==> src/rtl/pipe_ctrl.sv <==
// Pipeline hazard controller for the 5-stage core: hold/scour flags, fetch redirect, stall sequencing.
// Optional PIPE_CTRL_PERF_EN adds saturating stall/flush performance counters.
module pipe_ctrl #(
    parameter int                ADDR_W      = 32,
    parameter int                DIV_LAT     = 33,
    parameter int                MEM_TIMEOUT = 64,
    parameter logic [ADDR_W-1:0] TRAP_ADDR   = ADDR_W'(32'h0000_0010)
) (
    input  logic              clk,
    input  logic              rst_n,
    input  logic              ex_jump_i,
    input  logic              ex_jump_bp_i,
    input  logic [ADDR_W-1:0] ex_jump_addr_i,
    input  logic [ADDR_W-1:0] ex_pc_i,
    input  logic              load_use_i,
    input  logic              div_start_i,
    input  logic              div_done_i,
    input  logic              mem_req_i,
    input  logic              mem_ack_i,
    output logic              pc_hold_o,
    output logic              if_id_hold_o,
    output logic              if_id_scour_o,
    output logic              id_ex_hold_o,
    output logic              id_ex_scour_o,
    output logic              ex_mem_hold_o,
    output logic              ex_mem_scour_o,
    output logic              redirect_o,
    output logic [ADDR_W-1:0] redirect_addr_o,
`ifdef PIPE_CTRL_PERF_EN
    output logic              mem_err_o,
    output logic [31:0]       perf_stall_cnt_o,
    output logic [31:0]       perf_flush_cnt_o
`else
    output logic              mem_err_o
`endif
);

    typedef enum logic [1:0] {
        IDLE     = 2'd0,
        MEM_WAIT = 2'd1,
        DIV_BUSY = 2'd2
    } state_t;

    state_t      state_r;
    state_t      state_s;
    logic [6:0]  cnt_r;
    logic [6:0]  cnt_s;
    logic        free_s;
    logic        div_ok_s;
    logic        hold_all_s;
    logic        lu_s;
    logic        flush_s;
    logic        trap_s;
    logic        mispredict_s;

    function automatic logic [ADDR_W-1:0] correct_target(
        input logic              jump,
        input logic [ADDR_W-1:0] jaddr,
        input logic [ADDR_W-1:0] pc
    );
        return jump ? jaddr : (pc + ADDR_W'(32'd4));
    endfunction

    assign mispredict_s = ex_jump_i ^ ex_jump_bp_i;

    // Hazard arbitration: stall state first, then divider start, mispredict, load-use.
    always_comb begin
        state_s    = state_r;
        cnt_s      = cnt_r;
        free_s     = 1'b0;
        div_ok_s   = 1'b0;
        hold_all_s = 1'b0;
        lu_s       = 1'b0;
        flush_s    = 1'b0;
        trap_s     = 1'b0;
        case (state_r)
            IDLE: begin
                if (mem_req_i && !mem_ack_i) begin
                    hold_all_s = 1'b1;
                    state_s    = MEM_WAIT;
                    cnt_s      = 7'd1;
                end else begin
                    free_s   = 1'b1;
                    div_ok_s = 1'b1;
                end
            end
            MEM_WAIT: begin
                if (mem_ack_i) begin
                    state_s  = IDLE;
                    cnt_s    = 7'd0;
                    free_s   = 1'b1;
                    div_ok_s = 1'b1;
                end else if (cnt_r == 7'(MEM_TIMEOUT - 1)) begin
                    trap_s  = 1'b1;
                    state_s = IDLE;
                    cnt_s   = 7'd0;
                end else begin
                    hold_all_s = 1'b1;
                    cnt_s      = cnt_r + 7'd1;
                end
            end
            DIV_BUSY: begin
                // done and an expired count together still give one release
                if (div_done_i || (cnt_r == 7'd0)) begin
                    state_s = IDLE;
                    cnt_s   = 7'd0;
                    free_s  = 1'b1;
                end else begin
                    hold_all_s = 1'b1;
                    cnt_s      = cnt_r - 7'd1;
                end
            end
            default: begin
                state_s = IDLE;
                cnt_s   = 7'd0;
            end
        endcase

        if (free_s && div_ok_s && div_start_i) begin
            hold_all_s = 1'b1;
            state_s    = DIV_BUSY;
            cnt_s      = 7'(DIV_LAT - 1);
        end else if (free_s && mispredict_s) begin
            flush_s = 1'b1;
        end else if (free_s && load_use_i) begin
            lu_s = 1'b1;
        end else begin
            lu_s = 1'b0;
        end
    end

    // Output decode; everything forced low while reset is asserted.
    assign pc_hold_o       = rst_n & (hold_all_s | lu_s);
    assign if_id_hold_o    = rst_n & (hold_all_s | lu_s);
    assign id_ex_hold_o    = rst_n & hold_all_s;
    assign ex_mem_hold_o   = rst_n & hold_all_s;
    assign if_id_scour_o   = rst_n & (flush_s | trap_s);
    assign id_ex_scour_o   = rst_n & (flush_s | trap_s | lu_s);
    assign ex_mem_scour_o  = rst_n & trap_s;
    assign redirect_o      = rst_n & (flush_s | trap_s);
    assign mem_err_o       = rst_n & trap_s;
    assign redirect_addr_o = !rst_n ? '0 :
                             trap_s ? TRAP_ADDR :
                             flush_s ? correct_target(ex_jump_i, ex_jump_addr_i, ex_pc_i) : '0;

    // Controller state and stall counter.
    always_ff @(posedge clk or negedge rst_n) begin
        if (!rst_n) begin
            state_r <= IDLE;
            cnt_r   <= 7'd0;
        end else begin
            state_r <= state_s;
            cnt_r   <= cnt_s;
        end
    end

`ifdef PIPE_CTRL_PERF_EN
    logic [31:0] stall_cnt_r;
    logic [31:0] flush_cnt_r;

    // Saturating performance counters for stalled and redirected cycles.
    always_ff @(posedge clk or negedge rst_n) begin
        if (!rst_n) begin
            stall_cnt_r <= 32'd0;
            flush_cnt_r <= 32'd0;
        end else begin
            if (pc_hold_o && (stall_cnt_r != 32'hFFFF_FFFF)) begin
                stall_cnt_r <= stall_cnt_r + 32'd1;
            end else begin
                stall_cnt_r <= stall_cnt_r;
            end
            if (redirect_o && (flush_cnt_r != 32'hFFFF_FFFF)) begin
                flush_cnt_r <= flush_cnt_r + 32'd1;
            end else begin
                flush_cnt_r <= flush_cnt_r;
            end
        end
    end

    assign perf_stall_cnt_o = stall_cnt_r;
    assign perf_flush_cnt_o = flush_cnt_r;
`endif

endmodule
==> config.mk <==
export PLATFORM = sky130hd
export DESIGN_NAME = pipe_ctrl
export DESIGN_NICKNAME = d
export VERILOG_FILES = /design/src/rtl/pipe_ctrl.sv
export SDC_FILE = /design/constraint.sdc
export NUM_CORES = 1
export LEC_CHECK = 0
export ABC_AREA = 1
export ABC_CLOCK_PERIOD_IN_PS = 1800
export CAP_MARGIN = 40
export CORE_MARGIN = 1
export CORE_UTILIZATION = 38
export DETAILED_ROUTE_END_ITERATION = 12
export PLACE_DENSITY = 0.79
export RECOVER_POWER = 50
export SLEW_MARGIN = 30
export SYNTH_ARGS = -nofsm -noshare
export SYNTH_HDL_FRONTEND = slang
export SYNTH_SLANG_ARGS = --single-unit
==> constraint.sdc <==
create_clock -name clk -period 1.8 [get_ports clk]
set_clock_uncertainty 0.05 [all_clocks]
set_input_delay 0.18 -clock clk [delete_from_list [all_inputs] [get_ports clk]]
set_output_delay 0.18 -clock clk [all_outputs]
set_load 0.02 [all_outputs]
==> metrics, run 1 <==
outcome complete, but fails checks; net count of the finished layout 711; P_int 1.86 mW; hold crit path type in2async; routability cong. 0.964; vias per inst 5.53; DR vias 3923; clock tree buffer depth 2; Skew-Pair Late Insertion Delay 0.25 ns; Net Switching 1.72 mW; Diodes inserted 0; CTS root buffer clkbuf_8; Syn Area/Cell 5.44 sq um; Seq pwr share 9.9%; Final Setup Violations 42; Worst slew margin 59.0%; # IOs 114; Pwr Total 3.59 mW; Iter 0 DRT Violations 367; sequential cell area fraction in the yosys report 9.68%; drt pass-1 iters 6; TritonCTS clock tree yes; Die W 80.3 um; Tightest Pin Transition 0.616 ns; routed len/inst 17.2 um; Die Height 80.3 um; number of synthesized flops with an enable pin 0; GR Overflow Total 0; synthesized flop and latch total 9; Synth cell types 35; final setup margin -0.463 ns; WL final 12.2 mm; initial antenna violation count 0; commonest non-fill, non-tap cell in the layout nand2_1; Setup crit end kind output pin; residual DRC count 0; antenna viol nets, final 0; clock power share 7.4%; CTS buffer count 3; Synthesized Nets 504; clk sinks 9; largest net degree at the start of global routing 21; final max-slew violation count 0; worst-path maximum fanout 5; sw frac 48.0%; Top Usage Layer GRT met2; fmax 0.442 GHz; core area 5920 sq um; first-pass GRT wire length 16.3 mm; Worst EP required 1.57 ns; fin cells 709; fillers 373; GR Layer Usage met2 58.6%; combinational fraction of design power 82.7%; unrepaired setup endpoints after global routing yes; post-placement cell count 677; failing checks negative setup slack; Final Hold Vio Count 0; final worst path period need 2.26 ns; Starting Density 39.3%; leakage power 2.20 nW; Post-synth ARST share 100%; clk slew on worst S/H paths 0.06 ns; area delta synth->final 105%; PwrDens 751 nW/um^2; Critical Path Start Type flop; FP Rows 28; fin util 80.6%; GRT Total Usage 32.4%; Buffers on Ports 113; Main synth FF type dfrtp_1; met3 Track Usage GR 4.89%; total of max-cap violations 0; WS Path Type reg2out; vias in the first global route 3588; Die ar. 6440 sq um; number of H-tree levels 1; setup TNS -16.21 ns; period utilization 126%; commonest cells after routing, fill and taps aside 133 x nand2_1, 92 x buf_4, 68 x clkdlybuf4s50_1; Worst VDD drop 0.867 mV; Synth Instances 428; yosys warns 0; layout cell share with drive strength beyond 1 38.2%; DP HPWL 7.47 mm; synthesized area 2330 sq um; met1 global-route usage 36.9%; crit path DAT 2.03 ns
[logic make-up after synthesis]
logic type | Yosys count | synth area share, %
AO/OA/AOI/OAI | 37 | 10.8
XOR/XNOR | 16 | 6.34
adder cells (fa/ha/maj) | 3 | 1.61
buffers and inverters | 54 | 11.1
flip-flops | 9 | 9.68
AND/OR/NAND/NOR | 309 | 60.5
[Yosys cell counts, types with 3 or more instances]
cell	n	share of area, %
nand4_1	15	4.0
nor3_1	5	1.1
nor2_4	3	1.5
o221ai_1	3	1.1
a21oi_2	11	4.1
o21ai_0	11	2.4
ha_1	3	1.6
nand2_2	5	1.3
nor2_1	83	13
inv_1	36	5.8
a21oi_1	5	1.1
nand2_1	138	22
o22ai_1	3	0.81
dfrtp_1	9	9.7
xor2_1	10	3.8
buf_2	5	1.1
or2_2	12	3.2
buf_6	3	1.5
xnor2_1	5	1.9
buf_4	7	2.3
nand3b_1	7	2.3
nand3_1	28	6.0
nor2_2	6	1.6
[per-layer routing]
layer / wire [um] / vias up
met5: 0 / -
met4: 827 / 0
met3: 1150 / 99
met2: 5720 / 298
met1: 4480 / 1746
li1: - / 1780
[sequential cells by signal (all words and copies together) (netlist names)]
name,cells
cnt_r,7
state_r,2
[worst max-delay path, cell delays in order (launching register included)]
cell and delay (ns):
dfrtp_1 0.41, inv_2 0.10, ha_4 0.16, inv_4 0.04, nor2_4 0.08, nand3_2 0.07, nand2_1 0.08, nand2_1 0.07
nand2_2 0.10, nand3_4 0.18, clkbuf_16 0.24, a21oi_4 0.13, buf_6 0.13
[path summary, 6_finish.rpt]
| kind | start | end | slack (ns) | cells past startpoint |
|---|---|---|---|---|
| hold reg to reg | cnt_r[6]$_DFFE_PN0P_ | cnt_r[6]$_DFFE_PN0P_ | 0.60 | 2 |
| setup reg to reg | state_r[0]$_DFFE_PN0P_ | cnt_r[4]$_DFFE_PN0P_ | -0.04 | 8 |
| min in group clk | cnt_r[6]$_DFFE_PN0P_ | cnt_r[6]$_DFFE_PN0P_ | 0.60 | 2 |
| hold / removal | rst_n | cnt_r[3]$_DFFE_PN0P_ | 0.48 | 2 |
| setup / recovery | cnt_r[0]$_DFFE_PN0P_ | redirect_addr_o[6] | -0.46 | 12 |
| max in group asynchronous | rst_n | state_r[0]$_DFFE_PN0P_ | 0.81 | 2 |
[final cells by class]
type / count / area, sq um / area share, %
Clock buffer: 4 / 45.0 / 0.944
Inverter: 36 / 140 / 2.94
Multi-Input combinational cell: 365 / 2170 / 45.5
Sequential cell: 9 / 225 / 4.72
Tap cell: 75 / 93.8 / 1.97
Timing Repair Buffer: 220 / 2100 / 44.0
[power groups by stage]
stage	registers (mW)	logic, mW	clock network, mW
2_1_floorplan	0.334	1.16	0
3_5_place_dp	0.339	2.10	0
5_1_grt	0.359	3.09	0.270
3_3_place_gp	0.332	2.03	0
6_report	0.354	2.97	0.264
4_1_cts	0.343	2.51	0.252
[per-stage QoR]
| stage | setup slack, ns | instance area [sq um] | hold slack (ns) |
|---|---|---|---|
| final | -0.463 | 4770 | 0.479 |
| after global routing | -0.536 | 4770 | 0.549 |
| after CTS | -0.455 | 4470 | 0.254 |
| after detailed placement | -0.859 | 4150 | 0.471 |
| after global placement | -0.810 | 4150 | 0.471 |
| after floorplan | -0.0672 | 2410 | -0.166 |
[repair_timing]
item | in CTS | in global routing
setup buffers | 23 | 10
hold buffers | 0 | 0
resized for setup | 251 | 68
pin swaps | 16 | 11
gates cloned | 1 | 1
setup endpoints to repair | 41 | 46
Note: power is estimated with default switching activity, not from simulation.
==> run 2, diff against run 1 <==
Settings changed: ABC_CLOCK_PERIOD_IN_PS 1800 to 2700, CORE_UTILIZATION 38 to 40.
Clock period 1.8 ns to 2.7 ns, I/O delays scaled along.
==> metrics, run 2 (synthesis gave the netlist of run 1 again) <==
fmax 0.381 GHz; CTS root buffer clkbuf_8; Hold-fix buffers, CTS 0; routability cong. 0.921; layout cell share with drive strength beyond 1 15.9%; Worst slew margin 76.7%; Die W 78.3 um; fillers 540; leakage power 1.83 nW; Worst EP required 2.38 ns; hold crit path type in2async; post-placement cell count 635; vias in the first global route 2997; setup TNS 0 ns; GRT Total Usage 27.2%; Final Hold Vio Count 0; Top Usage Layer GRT met2; antenna viol nets, final 0; Critical Path Start Type flop; first-pass GRT wire length 13.6 mm; DP HPWL 6.90 mm; FP Rows 27; vias per inst 5.03; Tightest Pin Transition 0.347 ns; final setup margin 0.0771 ns; Skew-Pair Late Insertion Delay 0.24 ns; crit-path max cell delay 0.60 ns; clk slew on worst S/H paths 0.05 ns; Starting Density 42.0%; clock tree buffer depth 2; largest net degree at the start of global routing 31; initial antenna violation count 0; fin cells 639; met3 Track Usage GR 4.53%; core area 5540 sq um; Iter 0 DRT Violations 172; Diodes inserted 0; fin area 3780 sq um; outcome finished, final reports clean; routed len/inst 12.9 um; WL final 8.23 mm; commonest cells after routing, fill and taps aside 138 x nand2_1, 81 x nor2_1, 75 x clkdlybuf4s50_1; Critical Path Slowest Stage Cell clkdlybuf4s50_1; max FFs per register 7; GR Overflow Total 0; commonest non-fill, non-tap cell in the layout nand2_1; crit-path cells ha_1, nand3_2, nor2_2, nand3_1, nor3_2, nand2_1, inv_1, clkdlybuf4s50_1; clk sinks 9; TritonCTS clock tree yes; Die ar. 6130 sq um; worst-path maximum fanout 5; Worst VDD drop 0.624 mV; number of H-tree levels 1; drt pass-1 iters 5; Final Setup Violations 0; final worst path period need 2.62 ns; fin util 68.3%; residual DRC count 0; area delta synth->final 62.6%; unrepaired setup endpoints after global routing no; crit path DAT 2.30 ns; PwrDens 411 nW/um^2; Placement Cell Area 3780 sq um; top flop regs cnt_r (7), state_r (2); Die Height 78.3 um; Most flops, register cnt_r; # IOs 114; period utilization 97.1%; DR vias 3215; pre-CTS setup slack -0.104 ns; GR Layer Usage met2 46.1%; WS Path Type reg2out; Buffers on Ports 113; CTS buffer count 3; net count of the finished layout 644; met1 global-route usage 35.9%; total of max-cap violations 0; Setup crit end kind output pin; final max-slew violation count 0
-- run 2: cell count changes in the layout (fill, tap and decap cells not counted), moves of 7 or more --
cell / change
buf_4: -57
buf_6: -49
clkdlybuf4s50_1: +7
dlygate4sd2_1: +33
nor2_1: +22
nor2_4: -17
-- run 2: stage by stage --
step / total power [mW] / hold slack [ns]
after floorplan: 0.970 / -0.0756
after global placement: 1.41 / 0.475
after detailed placement: 1.44 / 0.480
after CTS: 1.56 / 0.341
after global routing: 1.69 / 0.429
final: 1.56 / 0.408
-- run 2: power breakdown --
part,switching (mW),internal (mW)
registers,0.0741,0.181
logic,0.635,0.501
clock network,0.0604,0.103
total,0.770,0.786
-- run 2: worst paths after layout --
kind                       slack [ns]  depth (start not counted)            startpoint                    to
min in group clk                 0.49                          2  cnt_r[6]$_DFFE_PN0P_  cnt_r[6]$_DFFE_PN0P_
max reg2reg                      0.91                         12  cnt_r[0]$_DFFE_PN0P_  cnt_r[0]$_DFFE_PN0P_
max in group asynchronous        2.04                          2                 rst_n  cnt_r[3]$_DFFE_PN0P_
max                              0.08                          8  cnt_r[0]$_DFFE_PN0P_        ex_mem_scour_o
min reg2reg                      0.49                          2  cnt_r[6]$_DFFE_PN0P_  cnt_r[6]$_DFFE_PN0P_
min                              0.41                          2                 rst_n  cnt_r[4]$_DFFE_PN0P_
-- run 2: worst max-delay path: cells and delay by family (launching register included) --
family,cells,cell delay [ns]
buffers and inverters,2,0.69
AND/OR/NAND/NOR,5,0.75
adder cells (fa/ha/maj),1,0.23
flip-flops,1,0.40
-- run 2: routing by layer --
metal / vias up / part of all wire, %
li1: 1642 / -
met1: 1433 / 45
met2: 127 / 47
met3: 13 / 7.3
met4: 0 / 1.0
met5: - / 0
-- run 2: area by class of cell --
class	instances	area (sq um)	area share (%)
Clock buffer	4	45.0	1.19
Inverter	36	135	3.57
Multi-Input combinational cell	365	1850	49.0
Sequential cell	9	225	5.95
Tap cell	72	90.1	2.38
Timing Repair Buffer	153	1430	37.9
-- run 2: timing repair --
| item | in CTS | in global routing |
|---|---|---|
| gates resized for setup | 38 | 4 |
| pin swaps | 0 | 0 |
| buffers inserted | 0 | 0 |
| setup endpoints to repair | 39 | 3 |
